===== config.mk =====
export PLATFORM = sky130hd
export DESIGN_NAME = vga_stream_out
export DESIGN_NICKNAME = d
export VERILOG_FILES = /design/src/rtl/vga_stream_out.sv
export SDC_FILE = /design/constraint.sdc
export NUM_CORES = 1
export LEC_CHECK = 0
export ABC_AREA = 1
export CAP_MARGIN = 15
export CORE_AREA = 2 2 209 150
export DETAILED_ROUTE_END_ITERATION = 12
export DIE_AREA = 0 0 211 152
export GPL_TIMING_DRIVEN = 0
export SLEW_MARGIN = 5
export SYNTH_ARGS = -nofsm -noshare
export SYNTH_HDL_FRONTEND = slang
export SYNTH_SLANG_ARGS = --single-unit

===== constraint.sdc =====
create_clock -name vga_clk -period 9.7 [get_ports vga_clk]
set_clock_uncertainty 0.05 [all_clocks]
set_input_delay 1.94 -clock vga_clk [delete_from_list [all_inputs] [get_ports vga_clk]]
set_output_delay 1.94 -clock vga_clk [all_outputs]
set_load 0.05 [all_outputs]

===== src/rtl/vga_stream_out.sv =====
`default_nettype none
// ============================================================================
// Module   : vga_stream_out
// Purpose  : Parametrised raster timing generator (sync, data-enable,
//            coordinates) fed by a valid/ready pixel stream with a
//            start-of-frame marker. Pixels are buffered in a small FIFO.
//            Underflow or a misplaced/missing start-of-frame shows the
//            fallback colour, raises a sticky flag and resynchronises on a
//            later frame. Timing is never disturbed by stream errors.
// Revision : 1.0 - initial release
// ============================================================================
module vga_stream_out #(
   parameter int   CW         = 4,
   parameter int   H_ACTIVE   = 1280,
   parameter int   H_FRONT    = 72,
   parameter int   H_SYNC     = 80,
   parameter int   H_BACK     = 216,
   parameter int   V_ACTIVE   = 720,
   parameter int   V_FRONT    = 3,
   parameter int   V_SYNC     = 5,
   parameter int   V_BACK     = 22,
   parameter logic H_POL      = 1'b1,
   parameter logic V_POL      = 1'b1,
   parameter int   FIFO_DEPTH = 16
) (
   input  logic            vga_clk,
   input  logic            reset_n,
   input  logic [3*CW-1:0] s_data,
   input  logic            s_sof,
   input  logic            s_valid,
   output logic            s_ready,
   input  logic [3*CW-1:0] bg_color,
   input  logic            clr_err,
   output logic [CW-1:0]   vga_r,
   output logic [CW-1:0]   vga_g,
   output logic [CW-1:0]   vga_b,
   output logic            vga_hs,
   output logic            vga_vs,
   output logic            vga_de,
   output logic [15:0]     pixel_x,
   output logic [15:0]     pixel_y,
   output logic            frame_start,
   output logic            underflow,
   output logic            sync_err
);

   // Line/frame layout: sync, back porch, active, front porch.
   localparam int H_TOTAL = H_ACTIVE + H_FRONT + H_SYNC + H_BACK;
   localparam int V_TOTAL = V_ACTIVE + V_FRONT + V_SYNC + V_BACK;

   localparam logic [15:0] H_LAST      = 16'(H_TOTAL - 1);
   localparam logic [15:0] H_SYNC_END  = 16'(H_SYNC);
   localparam logic [15:0] H_ACT_START = 16'(H_SYNC + H_BACK);
   localparam logic [15:0] H_ACT_END   = 16'(H_SYNC + H_BACK + H_ACTIVE);
   localparam logic [15:0] V_LAST      = 16'(V_TOTAL - 1);
   localparam logic [15:0] V_SYNC_END  = 16'(V_SYNC);
   localparam logic [15:0] V_ACT_START = 16'(V_SYNC + V_BACK);
   localparam logic [15:0] V_ACT_END   = 16'(V_SYNC + V_BACK + V_ACTIVE);

   // FIFO geometry; an entry is {sof, pixel}.
   localparam int DW = 3 * CW;
   localparam int EW = DW + 1;
   localparam int AW = (FIFO_DEPTH > 1) ? $clog2(FIFO_DEPTH) : 1;
   localparam logic [AW:0] FULL_CNT = (AW + 1)'(FIFO_DEPTH);

   // Stream-tracking state machine.
   localparam logic [1:0] S_WAIT_SOF = 2'd0;
   localparam logic [1:0] S_ARMED    = 2'd1;
   localparam logic [1:0] S_RUN      = 2'd2;

   // Raster counters
   logic [15:0] h_cnt_q, h_cnt_d;
   logic [15:0] v_cnt_q, v_cnt_d;

   // Decoded timing of the current counter state
   logic        hs_c, vs_c, hact_c, vact_c, de_c, first_px_c, origin_c;
   logic [15:0] hoff_c, voff_c;

   // FSM and FIFO
   logic [1:0]    state_q, state_d;
   logic [EW-1:0] fifo_mem_q [FIFO_DEPTH];
   logic [AW-1:0] wr_ptr_q, wr_ptr_d;
   logic [AW-1:0] rd_ptr_q, rd_ptr_d;
   logic [AW:0]   count_q, count_d;
   logic          full_c, empty_c, accept_c;
   logic          push_req_c, push_c, pop_c, flush_c;
   logic          set_uf_c, set_se_c;
   logic [EW-1:0] head_c;
   logic          head_sof_c;
   logic [DW-1:0] head_data_c;

   // Registered outputs
   logic [DW-1:0] rgb_q, rgb_d;
   logic          hs_q, vs_q, de_q, fs_q;
   logic [15:0]   px_q, py_q;
   logic          underflow_q, underflow_d;
   logic          sync_err_q, sync_err_d;

   // Decode sync/active windows and the offsets into the active region
   always_comb begin
      hs_c       = (h_cnt_q < H_SYNC_END);
      vs_c       = (v_cnt_q < V_SYNC_END);
      hact_c     = (h_cnt_q >= H_ACT_START) && (h_cnt_q < H_ACT_END);
      vact_c     = (v_cnt_q >= V_ACT_START) && (v_cnt_q < V_ACT_END);
      de_c       = hact_c && vact_c;
      hoff_c     = h_cnt_q - H_ACT_START;
      voff_c     = v_cnt_q - V_ACT_START;
      first_px_c = (hoff_c == 16'd0) && (voff_c == 16'd0);
      origin_c   = (h_cnt_q == 16'd0) && (v_cnt_q == 16'd0);
   end

   // Advance the raster counters; v steps when h wraps
   always_comb begin
      h_cnt_d = h_cnt_q + 16'd1;
      v_cnt_d = v_cnt_q;
      if (h_cnt_q == H_LAST) begin
         h_cnt_d = '0;
         v_cnt_d = (v_cnt_q == V_LAST) ? 16'd0 : v_cnt_q + 16'd1;
      end
   end

   // Full comes from the registered count so a same-cycle pop never frees a slot early
   assign full_c      = (count_q == FULL_CNT);
   assign empty_c     = (count_q == '0);
   assign s_ready     = ((state_q != S_RUN) && (state_q != S_ARMED)) || !full_c;
   assign accept_c    = s_valid && s_ready;
   assign head_c      = fifo_mem_q[rd_ptr_q];
   assign head_sof_c  = head_c[EW-1];
   assign head_data_c = head_c[DW-1:0];

   // Stream tracking: arm on sof, start at frame origin, check each popped beat
   always_comb begin
      state_d    = state_q;
      push_req_c = 1'b0;
      pop_c      = 1'b0;
      flush_c    = 1'b0;
      set_uf_c   = 1'b0;
      set_se_c   = 1'b0;
      rgb_d      = de_c ? bg_color : '0;
      case (state_q)
         S_WAIT_SOF: begin
            // Beats without sof are consumed and dropped here.
            if (accept_c && s_sof) begin
               push_req_c = 1'b1;
               state_d    = S_ARMED;
            end
         end
         S_ARMED: begin
            push_req_c = accept_c;
            if (origin_c && !empty_c) begin
               state_d = S_RUN;
            end
         end
         S_RUN: begin
            push_req_c = accept_c;
            if (de_c) begin
               if (empty_c) begin
                  set_uf_c = 1'b1;
                  flush_c  = 1'b1;
                  state_d  = S_WAIT_SOF;
               end else begin
                  pop_c = 1'b1;
                  if (head_sof_c != first_px_c) begin
                     set_se_c = 1'b1;
                     flush_c  = 1'b1;
                     state_d  = S_WAIT_SOF;
                  end else begin
                     rgb_d = head_data_c;
                  end
               end
            end
         end
         default: begin
            state_d = S_WAIT_SOF;
         end
      endcase
   end

   // FIFO pointers/count; a flush discards everything including a beat accepted this cycle
   always_comb begin
      push_c   = push_req_c && !full_c && !flush_c;
      wr_ptr_d = wr_ptr_q;
      rd_ptr_d = rd_ptr_q;
      count_d  = count_q;
      if (flush_c) begin
         wr_ptr_d = '0;
         rd_ptr_d = '0;
         count_d  = '0;
      end else begin
         if (push_c) begin
            wr_ptr_d = wr_ptr_q + 1'b1;
         end
         if (pop_c) begin
            rd_ptr_d = rd_ptr_q + 1'b1;
         end
         count_d = count_q + {{AW{1'b0}}, push_c} - {{AW{1'b0}}, pop_c};
      end
   end

   // Sticky flags; a new error wins over a simultaneous clear
   always_comb begin
      underflow_d = set_uf_c || (underflow_q && !clr_err);
      sync_err_d  = set_se_c || (sync_err_q && !clr_err);
   end

   // FIFO storage; contents need no reset since the count qualifies them
   always_ff @(posedge vga_clk) begin
      if (push_c) begin
         fifo_mem_q[wr_ptr_q] <= {s_sof, s_data};
      end
   end

   // Counter, FSM and FIFO control registers
   always_ff @(posedge vga_clk) begin
      if (!reset_n) begin
         h_cnt_q  <= '0;
         v_cnt_q  <= '0;
         state_q  <= S_WAIT_SOF;
         wr_ptr_q <= '0;
         rd_ptr_q <= '0;
         count_q  <= '0;
      end else begin
         h_cnt_q  <= h_cnt_d;
         v_cnt_q  <= v_cnt_d;
         state_q  <= state_d;
         wr_ptr_q <= wr_ptr_d;
         rd_ptr_q <= rd_ptr_d;
         count_q  <= count_d;
      end
   end

   // Output registers: one cycle behind the counter state
   always_ff @(posedge vga_clk) begin
      if (!reset_n) begin
         rgb_q       <= '0;
         hs_q        <= ~H_POL;
         vs_q        <= ~V_POL;
         de_q        <= 1'b0;
         fs_q        <= 1'b0;
         px_q        <= '0;
         py_q        <= '0;
         underflow_q <= 1'b0;
         sync_err_q  <= 1'b0;
      end else begin
         rgb_q       <= rgb_d;
         hs_q        <= hs_c ? H_POL : ~H_POL;
         vs_q        <= vs_c ? V_POL : ~V_POL;
         de_q        <= de_c;
         fs_q        <= origin_c;
         px_q        <= de_c ? hoff_c : 16'd0;
         py_q        <= de_c ? voff_c : 16'd0;
         underflow_q <= underflow_d;
         sync_err_q  <= sync_err_d;
      end
   end

   assign vga_r       = rgb_q[CW-1:0];
   assign vga_g       = rgb_q[2*CW-1:CW];
   assign vga_b       = rgb_q[3*CW-1:2*CW];
   assign vga_hs      = hs_q;
   assign vga_vs      = vs_q;
   assign vga_de      = de_q;
   assign pixel_x     = px_q;
   assign pixel_y     = py_q;
   assign frame_start = fs_q;
   assign underflow   = underflow_q;
   assign sync_err    = sync_err_q;

endmodule
`default_nettype wire

Word-level counts from Yosys, hierarchy flattened
Memory sizes are Yosys's and may differ from the RTL's. A register that Yosys moved wholly into a read port is not among the register bits.
Cells that the tools add are included.
{ "totals": {"output_inout_bits": 51, "inputBits": 29, "wordCells": 107, "ff_bits": 97, "ram_bits": 208, "n_memories": 1} }
{ "op_classes": {"addsub": 8, "magnitude_cmp": 6, "bitwise": 1, "n_eq_ne": 12, "n_mux": 33, "reduce_logical": 31} }
{ "memory_table": {"columns": ["name", "words", "width", "read_ports", "rd_ports_with_merged_regs", "write_ports", "line", "source"], "rows": [
  ["fifo_mem_q", 16, 13, 1, 1, 1, "81", "logic [EW-1:0] fifo_mem_q [FIFO_DEPTH];"]
]} }
{ "ops": {"columns": ["operator", "count"], "rows": [
  ["logical NOT 16 bit", 4],
  ["two-way mux 12 bit", 5],
  ["adder 16 x 1 -> 16 bit, second input constant", 2],
  ["two-way mux 1 bit", 18],
  ["== test 16 x 10 -> 1 bit, second input constant", 1],
  ["== test 16 x 11 -> 1 bit, second input constant", 1],
  ["greater-or-equal comparator 16 x 5 -> 1 bit, second input constant", 1],
  ["greater-or-equal comparator 16 x 9 -> 1 bit, second input constant", 1],
  ["less-than comparator 16 x 10 -> 1 bit, second input constant", 1],
  ["less-than comparator 16 x 11 -> 1 bit, second input constant", 1],
  ["less-than comparator 16 x 3 -> 1 bit, second input constant", 1],
  ["less-than comparator 16 x 7 -> 1 bit, second input constant", 1],
  ["two-way mux 16 bit", 1],
  ["subtractor 16 x 5 -> 16 bit, second input constant", 1],
  ["subtractor 16 x 9 -> 16 bit, second input constant", 1],
  ["logical AND 1 bit", 13],
  ["two-way mux 2 bit", 5],
  ["adder 4 x 1 -> 4 bit, second input constant", 2],
  ["two-way mux 4 bit", 2],
  ["inequality test 2 bit, second input constant", 4],
  ["one-hot mux 2 bit (3 select lines)", 1],
  ["OR reduction 2 bit", 3],
  ["adder 5 x 1 -> 5 bit", 1],
  ["== test 5 bit, second input constant", 1],
  ["14 further kinds", 19]
]} }

Depth between registers and ports, before layout
{ "logic_depth": {"word_depth": 12, "ltp_mapped": 26, "depth_no_buf": 26} }

Worst setup path before layout
OpenSTA, ideal clock, no wires.
{ "synth_path": {"path_type": "in2reg", "start": "input port s_valid", "end": "register count_q[4]", "required_ns": 9.580, "setup_time_ns": 0.070, "path_slack_ns": 5.302, "stages": 11, "arrival_ns": 4.278, "n_path_buf": 0, "cell_sequence": "inv_1 nor4_1 nand2_4 ha_1 inv_1 ha_1 fa_1 nand2_1 a21oi_1 or3_1 a21oi_1"} }
{ "synth_via": {"elab_chain_len": 8} }
{ "synth_lines": {"columns": ["item", "line", "source"], "rows": [
  ["start: declaration", "30", "input logic s_valid,"],
  ["logical AND 1 bit *", "126", "assign accept_c = s_valid && s_ready;"],
  ["logical AND 1 bit", "143", "if (accept_c && s_sof) begin"],
  ["two-way mux 1 bit", "143", null],
  ["one-hot mux 1 bit (2 select lines) *", "140", "case (state_q)"],
  ["logical AND 1 bit * (2 in series)", "181", "push_c = push_req_c && !full_c && !flush_c;"],
  ["adder 5 x 1 -> 5 bit *", "196", "count_d = count_q + {{AW{1'b0}}, push_c} - {{AW{1'b0}}, pop_c};"],
  ["subtractor 5 x 1 -> 5 bit *", "196", null],
  ["end signal: assignment", "228", "count_q <= count_d;"],
  ["end: declaration", "84", "logic [AW:0] count_q, count_d;"]
]} }
Mark *: on every way between the ends. The rest lies on a longest branch, timed or not.
A chain may end at the register's enable or synchronous reset.

Worst setup path after layout
{ "layout_path": {"start": "input port s_sof", "end": "register count_q[4]"} }
{ "layout_via": {"elab_chain_len": 7} }
{ "layout_lines": {"columns": ["item", "line", "source"], "rows": [
  ["start: declaration", "29", "input logic s_sof,"],
  ["logical AND 1 bit", "143", null],
  ["two-way mux 1 bit", "143", null],
  ["one-hot mux 1 bit (2 select lines)", "140", null],
  ["logical AND 1 bit (2 in series)", "181", null],
  ["adder 5 x 1 -> 5 bit", "196", null],
  ["subtractor 5 x 1 -> 5 bit", "196", null]
]} }
Every way passes these cells.

==> results.md <==
- The transition time at the pin with the least slew margin is 879 ps.
- The launching element of the worst setup path is s_sof.
- After detailed routing, the number of remaining DRC violations is 0.
- Global routing used 23.5% of the available tracks across all layers.
- The power density relative to cell area is 184 nW/µm².
- The post-route total power is 2.93 mW.
- The hold buffer count at cts is 0.
- Buffers added to address setup during post-CTS repair amount to 0.
- Max-cap violations in this run came to 0.
- The total global routing overflow is 0.
- The initialized floorplan defines 54 standard-cell rows.
- The first detailed-routing pass ran for 5 iterations.
- Across the VDD grid, the largest voltage drop is 0.149 mV.
- The category of the worst setup path capture point is a flop.
- The flow ran to the end, and the final reports show no timing, DRC or antenna violations.
- The number of warning messages in the yosys log is 0.
- The total die area is 32100 µm².
- The worst setup path is of the in2reg kind.
- The non-filler instance count after layout is 1799.
- In this run, synthesis inferred 208 flip-flops with an integrated enable.
- Setup violations remaining at the end of the flow were counted as 0.
- Entering global routing, the biggest net connects 19 pins.
- After detailed placement, the total cell area comes to 14900 µm².
- In the final layout, the share of cells above drive strength 1 is 11.7%.
- The core region is 30300 µm².
- The initial core utilization is 44.0%.
- Fill cells in the final layout number 2699.
- Counting flops with an async set or reset pin after synthesis yields a share of 0%.
- The number of H-tree levels is 1.
- In the final layout, flip-flops and latches occupy 8270 µm².
- The via count of the first global-routing pass is 9166.
- The wire-length estimate of the detail-placed layout is 26800 µm.
- STA classifies the critical path startpoint as an input port.
- The area growth from synthesis to layout is 19.2%.
- The total clock sinks is 309.
- The path class of the tightest hold or removal check is reg2reg.
- In this run the count of I/O pins placed on the die edge is 80.
- The average instance in the mapped netlist occupies 10.7 µm².
- The endpoint arrival time on the critical path is 5440 ps.
- For this design the static power due to leakage is 5.68 nW.
- The beginning of the worst register-to-register path is h_cnt_q[3].
- Counting distinct cell types in the post-synthesis netlist gives 48.
- The largest buffer count on any clock path is 3.
- The final wirelength is 37600 µm.
- The number of clock buffers added by TritonCTS is 30.
- The required time of the critical path is 10160 ps.
- The origin of the worst min-delay path is h_cnt_q[0].
- The cell count after synthesis is 1253.
- The first global-routing pass estimated 56300 µm of wire.
- Dividing the detail-routed wire length by the instance count gives 20.9 µm.
- Setup repair after global routing left no endpoint under its margin.
- In the routed layout, each cell is associated on average with a via count of 5.44.
- In the final layout, the multi-input gates occupy 4540 µm².
- The quantity of gates resized following cts is 0.
- The largest fanout on the critical path is 18.
- The shortest period the worst path allows is 4980 ps.
- The top achievable clock speed is 0.201 GHz.
- The part of the Yosys area used for sequential elements is 61.9%.
- The number of pins exceeding their max-slew limit in the final report is 0.
- The detailed router finished its first iteration with 999 violations.
- The clock insertion delay at the later pin of the skew report is 580 ps.
- For this run, the leading register cell type out of synthesis is edfxtp_1.
- The number of nets at the end of the flow is 1440.
- After layout, the worst path uses 51.3% of the clock period.
- The total negative slack for setup checks is 0 ps.
- Including well taps, the total number of placed cells is 1742.
- The count of vias placed by the detailed router is 9795.
- The worst slew margin relative to its limit is 41.4%.
- TritonCTS built the clock tree.
- The vertical extent of the die is 152 µm.
- Measured along the x axis, the die boundary spans 211 µm.
- Input and output buffers added on the ports amount to 79.
- The cell at the root of the clock tree is clkbuf_16.
- Routability-driven placement finished with a final weighted congestion of 0.896.
- The synthesized netlist occupies a cell area of 13300 µm².
- The register bit count reported by yosys is 309.
- Once detail routing completed, the nets flagged for antenna violations numbered 0.
- The number of antenna violations at the first check in global routing is 0.
- The number of hold violations in the final report came to 0.
- Clock-pin slew was measured on the worst setup and hold paths at 60 ps.
- The total non-filler cell area in the finished layout is 15900 µm².
==> metal layers <==
metal  share of wire (%)  vias up  track usage, %
met5                   0        -               0
met4                 1.6        0            4.56
met3                 8.5       47            4.13
met2                  42      374            33.4
met1                  48     4719            37.4
li1                    -     4655               -
==> final cells by class <==
type,instances,area share [%]
clock inverter,15,1.03
inverter,95,2.26
clock buffer,40,5.08
timing repair buffer,96,6.62
buffer,50,1.41
tap,392,3.08
multi-input combinational,801,28.6
antenna,1,0.0157
sequential,309,52.0
==> per-stage QoR <==
| step | hold slack (ps) | worst slack, ps | util, % |
|---|---|---|---|
| global placement | 379 | 3530 | 48.2 |
| floorplan | 367 | 5300 | - |
| CTS | 407 | 4590 | 52.4 |
| finish | 406 | 4720 | 52.5 |
| global route | 441 | 4500 | 52.4 |
| detailed placement | 395 | 3970 | 49.2 |
==> cells in the mapped netlist, types with 2 or more instances <==
cell type / instances / share of area (%)
inv_2: 15 / 0.42
edfxtp_1: 208 / 47
buf_2: 10 / 0.37
inv_1: 77 / 2.2
clkbuf_1: 34 / 0.96
clkinv_1: 2 / 0.056
nand3_2: 3 / 0.22
nor4_1: 6 / 0.28
ha_1: 27 / 2.5
a21oi_1: 41 / 1.5
or2_2: 4 / 0.19
o211ai_1: 8 / 0.45
nor2_2: 5 / 0.23
nor3_2: 2 / 0.15
a21oi_2: 11 / 0.72
nand2_4: 15 / 1.3
dfxtp_1: 101 / 15
mux2i_1: 38 / 2.8
nand3_1: 68 / 2.5
nor2_4: 3 / 0.25
o21ai_0: 80 / 3.0
nor3_1: 24 / 0.90
nand2_1: 154 / 4.3
o21ai_1: 4 / 0.15
o32ai_1: 6 / 0.39
buf_1: 3 / 0.084
nand2_2: 15 / 0.70
xor2_1: 11 / 0.72
buf_4: 2 / 0.11
nand4_1: 11 / 0.52
or3_1: 2 / 0.094
o221ai_1: 38 / 2.5
a221oi_1: 4 / 0.26
nor3b_1: 5 / 0.28
nor2_1: 200 / 5.6
o22ai_1: 4 / 0.19
==> logic make-up after synthesis <==
kind of cell	share of synthesized area, %
xor gates and xnor gates	0.722
other	0.0281
adders and majority gates	2.68
muxes	2.85
DFF	61.9
and+or+nand+nor	18.0
buffers and inverters	4.37
AOI/OAI and AO/OA	9.42
==> state kept, by name (all words and copies together), names as in the netlist, named ones only <==
| signal | cells |
|---|---|
| count_q | 5 |
| fifo_mem_q | 208 |
| frame_start | 1 |
| h_cnt_q | 16 |
| pixel_x | 16 |
| pixel_y | 16 |
| rd_ptr_q | 4 |
| rgb_q | 12 |
| state_q | 2 |
| sync_err | 1 |
| underflow | 1 |
| v_cnt_q | 16 |
| vga_de | 1 |
| vga_hs | 1 |
| vga_vs | 1 |
| wr_ptr_q | 4 |
==> final timing paths <==
check,to,slack [ps],cells past startpoint
setup / recovery,count_q[4],4720,13
hold / removal,h_cnt_q[0],410,1
setup reg to reg,count_q[4],5820,24
hold reg to reg,h_cnt_q[0],410,1
==> power breakdown <==
part	internal (mW)	switching [mW]	leakage [nW]	total (mW)
clock network	0.664	0.493	0.463	1.16
registers	1.46	0.0192	2.69	1.47
logic	0.101	0.194	2.53	0.295
==> worst max-delay path, cell delays in order <==
cell and delay [ps]:
clkdlybuf4s50_1 860, a21oi_1 150, nor4_1 650, clkbuf_2 260, nand2_4 80, ha_1 280
inv_1 40, ha_1 190, fa_1 380, nand2_1 100, a21oi_1 80, or3_1 310
a21oi_1 110
==> layout by cell type (no fill, tap or decap), types with 4 or more instances in the layout <==
| cell | count |
|---|---|
| a21oi_1 | 41 |
| a21oi_2 | 11 |
| a221oi_1 | 4 |
| buf_2 | 10 |
| buf_8 | 12 |
| clkbuf_1 | 42 |
| clkbuf_16 | 30 |
| clkdlybuf4s50_1 | 79 |
| clkinv_1 | 7 |
| dfxtp_1 | 101 |
| edfxtp_1 | 208 |
| ha_1 | 27 |
| inv_1 | 77 |
| inv_2 | 15 |
| mux2i_1 | 38 |
| nand2_1 | 154 |
| nand2_2 | 15 |
| nand2_4 | 15 |
| nand3_1 | 68 |
| nand4_1 | 11 |
| nor2_1 | 184 |
| nor2_2 | 21 |
| nor3_1 | 24 |
| nor3b_1 | 5 |
| nor4_1 | 6 |
| o211ai_1 | 8 |
| o21ai_0 | 80 |
| o21ai_1 | 4 |
| o221ai_1 | 38 |
| o22ai_1 | 4 |
| o32ai_1 | 6 |
| or2_2 | 4 |
| xor2_1 | 11 |
Power figures use the tool's default switching activity.
==> patch 1 (config.mk and constraints unchanged) <==
Set the parameter `V_POL` to 1'b0 (it was 1'b1).
--- a/src/rtl/vga_stream_out.sv
+++ b/src/rtl/vga_stream_out.sv
@@ -20,7 +20,7 @@
    parameter int   V_SYNC     = 5,
    parameter int   V_BACK     = 22,
    parameter logic H_POL      = 1'b1,
-   parameter logic V_POL      = 1'b1,
+   parameter logic V_POL      = 1'b0,
    parameter int   FIFO_DEPTH = 16
 ) (
    input  logic            vga_clk,
Behaviour: not the same (Yosys sat finds a counterexample within 4 cycles, from zero or initial values and one cycle with reset_n low).
==> patch 1 against the original RTL <==
- area after synthesis fell by 0.45%
- critical path depth is 1 lower
- sequential cell count stayed put
- setup slack improved by 0.15 ns
- routed wire length shrank 1.1%
- combinational power increased by 3%
- non-clock buffer count unchanged
- total power up 3.8%
- final area grew 0.13%
==> patch 1: results (changes against the original RTL) <==
Placed design
  • GP Congestion: 0.9293 (was 0.8955)
  • Post-detail-place hpwl: 26490 um (was 26770 um)
  • DP Area: 14870 um2 (was 14930 um2)
  • Inst Count DP: 1737 (was 1742)

Drt
  • Via density: 5.447 (was 5.445)
  • Met2 WL: 14870 um (was 15750 um)
  • Initial DRC Count: 1150 (was 999)
  • Met3 WL: 3860 um (was 3201 um)
  • DRC Markers: 0 (unchanged)
  • DRT met1 WL: 17900 um (was 18060 um)
  • Drt pass-1 iters: 6 (was 5)
  • WL final: 37170 um (was 37590 um)
  • Vias: 9772 (was 9795)

Synthesis
  • Cell variety after synth: 46 (was 48)
  • Largest cells by area after synthesis: edfxtp_1 47%, dfxtp_1 15%, nor2_1 5.5%, nand2_1 4.4%, o21ai_0 3.1% (was edfxtp_1 47%, dfxtp_1 15%, nor2_1 5.6%, nand2_1 4.3%, o21ai_0 3.0%)
  • FFs w/ async S/R, synth: 0% (unchanged)
  • Top post-synthesis cells by count: 208 x edfxtp_1, 194 x nor2_1, 155 x nand2_1, 101 x dfxtp_1, 83 x o21ai_0 (was 208 x edfxtp_1, 200 x nor2_1, 154 x nand2_1, 101 x dfxtp_1, 80 x o21ai_0)
  • Syn avg cell area: 10.65 um2 (about the same)
  • Count of flip-flops with a built-in enable after synthesis: 208 (unchanged)
  • Sequential fraction of the synthesis area: 62.22% (was 61.94%)

Critical path
  • Crit path max fanout: 18 (unchanged)
  • Family with the most delay on the worst path: simple AND/OR/NAND/NOR gates (was buffers and inverters)
  • Slowest cell on crit path: clkdlybuf4s50_1 (unchanged)
  • Peak per-stage delay on the critical path: 0.87 ns

Pwr
  • VDD IR max: 138.6 uV (was 148.9 uV)
  • Power Internal: 2.308 mW (was 2.220 mW)
  • Lkg Pwr: 5.636 nW (was 5.680 nW)

STA
  • Relative slew slack: 38.37% (was 41.37%)

Global routing
  • First-pass GRT wire length: 56290 um (was 56310 um)
  • Tot GR Track Use: 23.36% (was 23.47%)
  • Vias in the first global route: 9242 (was 9166)
  • Pin count of the biggest net entering global routing: 19 (unchanged)

Final layout
  • Diodes inserted: 0 (was 1)
  • Nets: 1435 (was 1440)
  • Fillers: 2688 (was 2699)
  • Max FFs per register: 208 (unchanged)
  • Share of cells above drive strength 1: 11.77% (was 11.74%)

CTS
  • Root Buffer: clkbuf_16 (unchanged)
  • CTS max path bufs: 3 (unchanged)
  • Worst-path clk slew: 0.06 ns (about the same)
  • CTS Buf Count: 30 (unchanged)
  • H-tree depth: 1 (unchanged)

Run status
  • Status: completed (unchanged)
## patch 1: metal layers
metal / GRT usage, % / vias up
met2: 31.78 / 427
li1: - / 4637
met3: 5.353 / 42
met5: 0 / -
met1: 37.99 / 4666
met4: 3.756 / 0
## patch 1: power groups by stage
stage	clock network (mW)	logic [mW]	registers, mW
floorplan	0	0.191	1.50
global placement	0	0.285	1.50
detailed placement	0	0.305	1.50
CTS	1.27	0.306	1.48
global route	1.33	0.339	1.48
finish	1.25	0.305	1.48
## patch 1: final timing paths
kind,from,end,slack [ns],cells past startpoint
max,s_sof,count_q[4],4.87,12
min,h_cnt_q[0],h_cnt_q[0],0.42,1
max reg2reg,h_cnt_q[3],count_q[4],5.58,24
min reg2reg,h_cnt_q[0],h_cnt_q[0],0.42,1
## patch 1: per-stage QoR
step	setup slack [ns]	util (%)
5_1_grt	4.621	52.52
3_3_place_gp	3.554	48.05
6_report	4.875	52.52
4_1_cts	4.515	52.51
3_5_place_dp	3.910	49.00
2_1_floorplan	5.298	-
## patch 1: logic make-up after synthesis
family	Yosys count	synth area share, %
compound gates	199	9.595
xor+xnor	11	0.7250
fa+ha+maj	28	2.693
buf+inv	145	4.407
flops	309	62.22
mux	39	2.938
other cells	1	0.02822
simple gates	516	17.39
## patch 1: final cells by class
class | instances | area (um2) | share of cell area (%)
plain buffers | 50 | 224.0 | 1.406
clock inverters | 12 | 200.2 | 1.256
well taps | 392 | 490.5 | 3.078
repair buffers | 96 | 1045 | 6.557
clock buffers | 44 | 863.3 | 5.418
flip-flops and latches | 309 | 8268 | 51.89
multi-input cells | 796 | 4482 | 28.13
inverters | 95 | 361.6 | 2.269
==> patch 2 (same settings) <==
Without the edit above. Register the output `sync_err` once more, with the module's reset; this adds one clock of latency there. The other outputs are not delayed to match.
--- a/src/rtl/vga_stream_out.sv
+++ b/src/rtl/vga_stream_out.sv
@@ -264,7 +264,13 @@
    assign pixel_y     = py_q;
    assign frame_start = fs_q;
    assign underflow   = underflow_q;
-   assign sync_err    = sync_err_q;
+   always_ff @(posedge vga_clk) begin
+      if (!reset_n) begin
+         sync_err <= '0;
+      end else begin
+         sync_err <= sync_err_q;
+      end
+   end
 
 endmodule
 `default_nettype wire
Check against the original RTL: no difference found for any inputs over 10 cycles, from zero or initial values and one cycle with reset_n low; that may be too few to reach the edited logic, so the function may still have changed.
==> patch 2 against the original RTL <==
- critical path depth stayed put
- via count is 1.2% lower
- total power is 1.9% higher
- routed wire length is 1.9% lower
- area after synthesis is 1.5% lower
- setup slack better by 0.23 ns
- sequential cell count is 1 higher
- first-iteration DRC count is 7.2% lower
- final area is 1.2% lower
- largest cell class unchanged
- highest routed layer unchanged
==> patch 2: results (changes against the original RTL) <==
Synthesis
  • Largest cells by area after synthesis: edfxtp_1 47%, dfxtp_1 16%, nor2_1 5.6%, nand2_1 4.7%, o21ai_0 2.9% (was edfxtp_1 47%, dfxtp_1 15%, nor2_1 5.6%, nand2_1 4.3%, o21ai_0 3.0%)
  • Top post-synthesis cells by count: 208 x edfxtp_1, 197 x nor2_1, 164 x nand2_1, 102 x dfxtp_1, 91 x inv_1 (was 208 x edfxtp_1, 200 x nor2_1, 154 x nand2_1, 101 x dfxtp_1, 80 x o21ai_0)
  • Syn Inst Count: 1237 (was 1253)
  • Count of flip-flops with a built-in enable after synthesis: 208 (unchanged)
  • Sequential fraction of the synthesis area: 63.03% (was 61.94%)
  • Cell variety after synth: 47 (was 48)

Final layout
  • Diodes inserted: 0 (was 1)
  • Nets: 1423 (was 1440)
  • Share of cells above drive strength 1: 9.353% (was 11.74%)

Hold path
  • Hold path depth: 2 (was 1)
  • Critical hold path startpoint: sync_err_q (was h_cnt_q[0])
  • Min-Delay Path Class: reg -> reg (unchanged)

Critical path
  • Data arrival, critical path: 5.21 ns (was 5.44 ns)
  • R2R Setup Slk: 5.68 ns (was 5.82 ns)
  • R2R cell count: 26 (was 24)
  • Reg-to-Reg Start: h_cnt_q[3] (unchanged)

CTS
  • Worst-path clk slew: 0.07 ns
  • CTS Buf Count: 30 (unchanged)
  • CTS max path bufs: 3 (unchanged)
  • Setup Buffers After CTS: 0 (unchanged)

STA
  • Worst Max-Slew Pin Slew: 0.9583 ns (was 0.8794 ns)

Drt
  • Drt pass-1 iters: 5 (unchanged)
  • DR WL/cell: 20.69 um (was 20.90 um)
  • Via density: 5.433 (was 5.445)
  • WL final: 36870 um (was 37590 um)
  • Initial DRC Count: 927 (was 999)

Pwr
  • Lkg Pwr: 5.563 nW (was 5.680 nW)
  • Power Internal: 2.283 mW (was 2.220 mW)
  • VDD IR max: 140.5 uV (was 148.9 uV)

Placed design
  • Post-detail-place hpwl: 26150 um (was 26770 um)
  • GP Congestion: 0.9150 (was 0.8955)
  • IO buf count: 79 (unchanged)
  • Inst Count DP: 1725 (was 1742)

Global routing
  • First-pass GRT wire length: 56660 um (was 56310 um)
  • Vias in the first global route: 9342 (was 9166)
  • Tot GR Track Use: 23.29% (was 23.47%)

Run status
  • Status: completed (unchanged)
==> patch 2: cell types whose count changed after synthesis, sizes merged, moves of 3 or more <==
cell,before,now
o21ai,84,80
o22ai,4,7
nand2,184,179
a21oi,52,47
buf,16,24
nand4,11,15
nor2,208,203
clkbuf,34,29
nand3,72,65
==> patch 2: kinds of logic after synthesis <==
kind of cell	synth area share [%]
DFF	63.03
AOI/OAI and AO/OA	8.953
and+or+nand+nor	16.88
adders and majority gates	2.721
xor gates and xnor gates	0.8658
other	0.02852
muxes	2.892
buffers and inverters	4.634
==> patch 2: layout make-up <==
class                   count  area [um2]
plain buffers              53       246.5
clock buffers              43       865.8
clock inverters            13       160.2
fillers                  2724       14610
inverters                  96       362.8
multi-input cells         780        4298
flip-flops and latches    310        8288
well taps                 392       490.5
repair buffers             95        1013
==> patch 2: worst paths after layout <==
| kind | endpoint |
|---|---|
| setup reg to reg | count_q[4] |
| hold reg to reg | sync_err |
| hold / removal | sync_err |
| setup / recovery | count_q[4] |
==> patch 2: layer usage <==
layer	global-route usage [%]	up-vias	routed length (um)
met5	0	-	0
met4	5.433	0	761
met3	4.981	47	3317
met2	33.10	364	15280
met1	36.13	4680	17510
li1	-	4591	-
==> patch 2: through the flow <==
stage	total power [mW]	util (%)	hold WS (ns)	worst slack, ns	cell area, um2
3_5_place_dp	1.794	48.44	0.3865	4.021	14690
4_1_cts	3.002	51.82	0.3889	4.611	15720
2_1_floorplan	1.684	-	0.3541	5.323	13160
6_report	2.982	51.84	0.3822	4.948	15730
3_3_place_gp	1.772	47.60	0.3675	3.563	14440
5_1_grt	3.098	51.84	0.3938	4.731	15730
==> patch 2: power by group through the flow <==
stage,combinational (mW),sequential (mW),clock (mW)
4_1_cts,0.289,1.48,1.23
6_report,0.289,1.48,1.21
2_1_floorplan,0.175,1.51,0
5_1_grt,0.327,1.48,1.29
3_5_place_dp,0.287,1.51,0
3_3_place_gp,0.264,1.51,0
==> patch 2: critical path: stages <==
cell and delay (ns):
clkdlybuf4s50_1 0.86, a21oi_1 0.14, nor4_1 0.43, clkbuf_2 0.25, nand2_4 0.09, ha_1 0.28
inv_1 0.04, ha_1 0.20, fa_1 0.39, nand2_1 0.09, a21oi_1 0.07, or3_1 0.31
a21oi_1 0.11
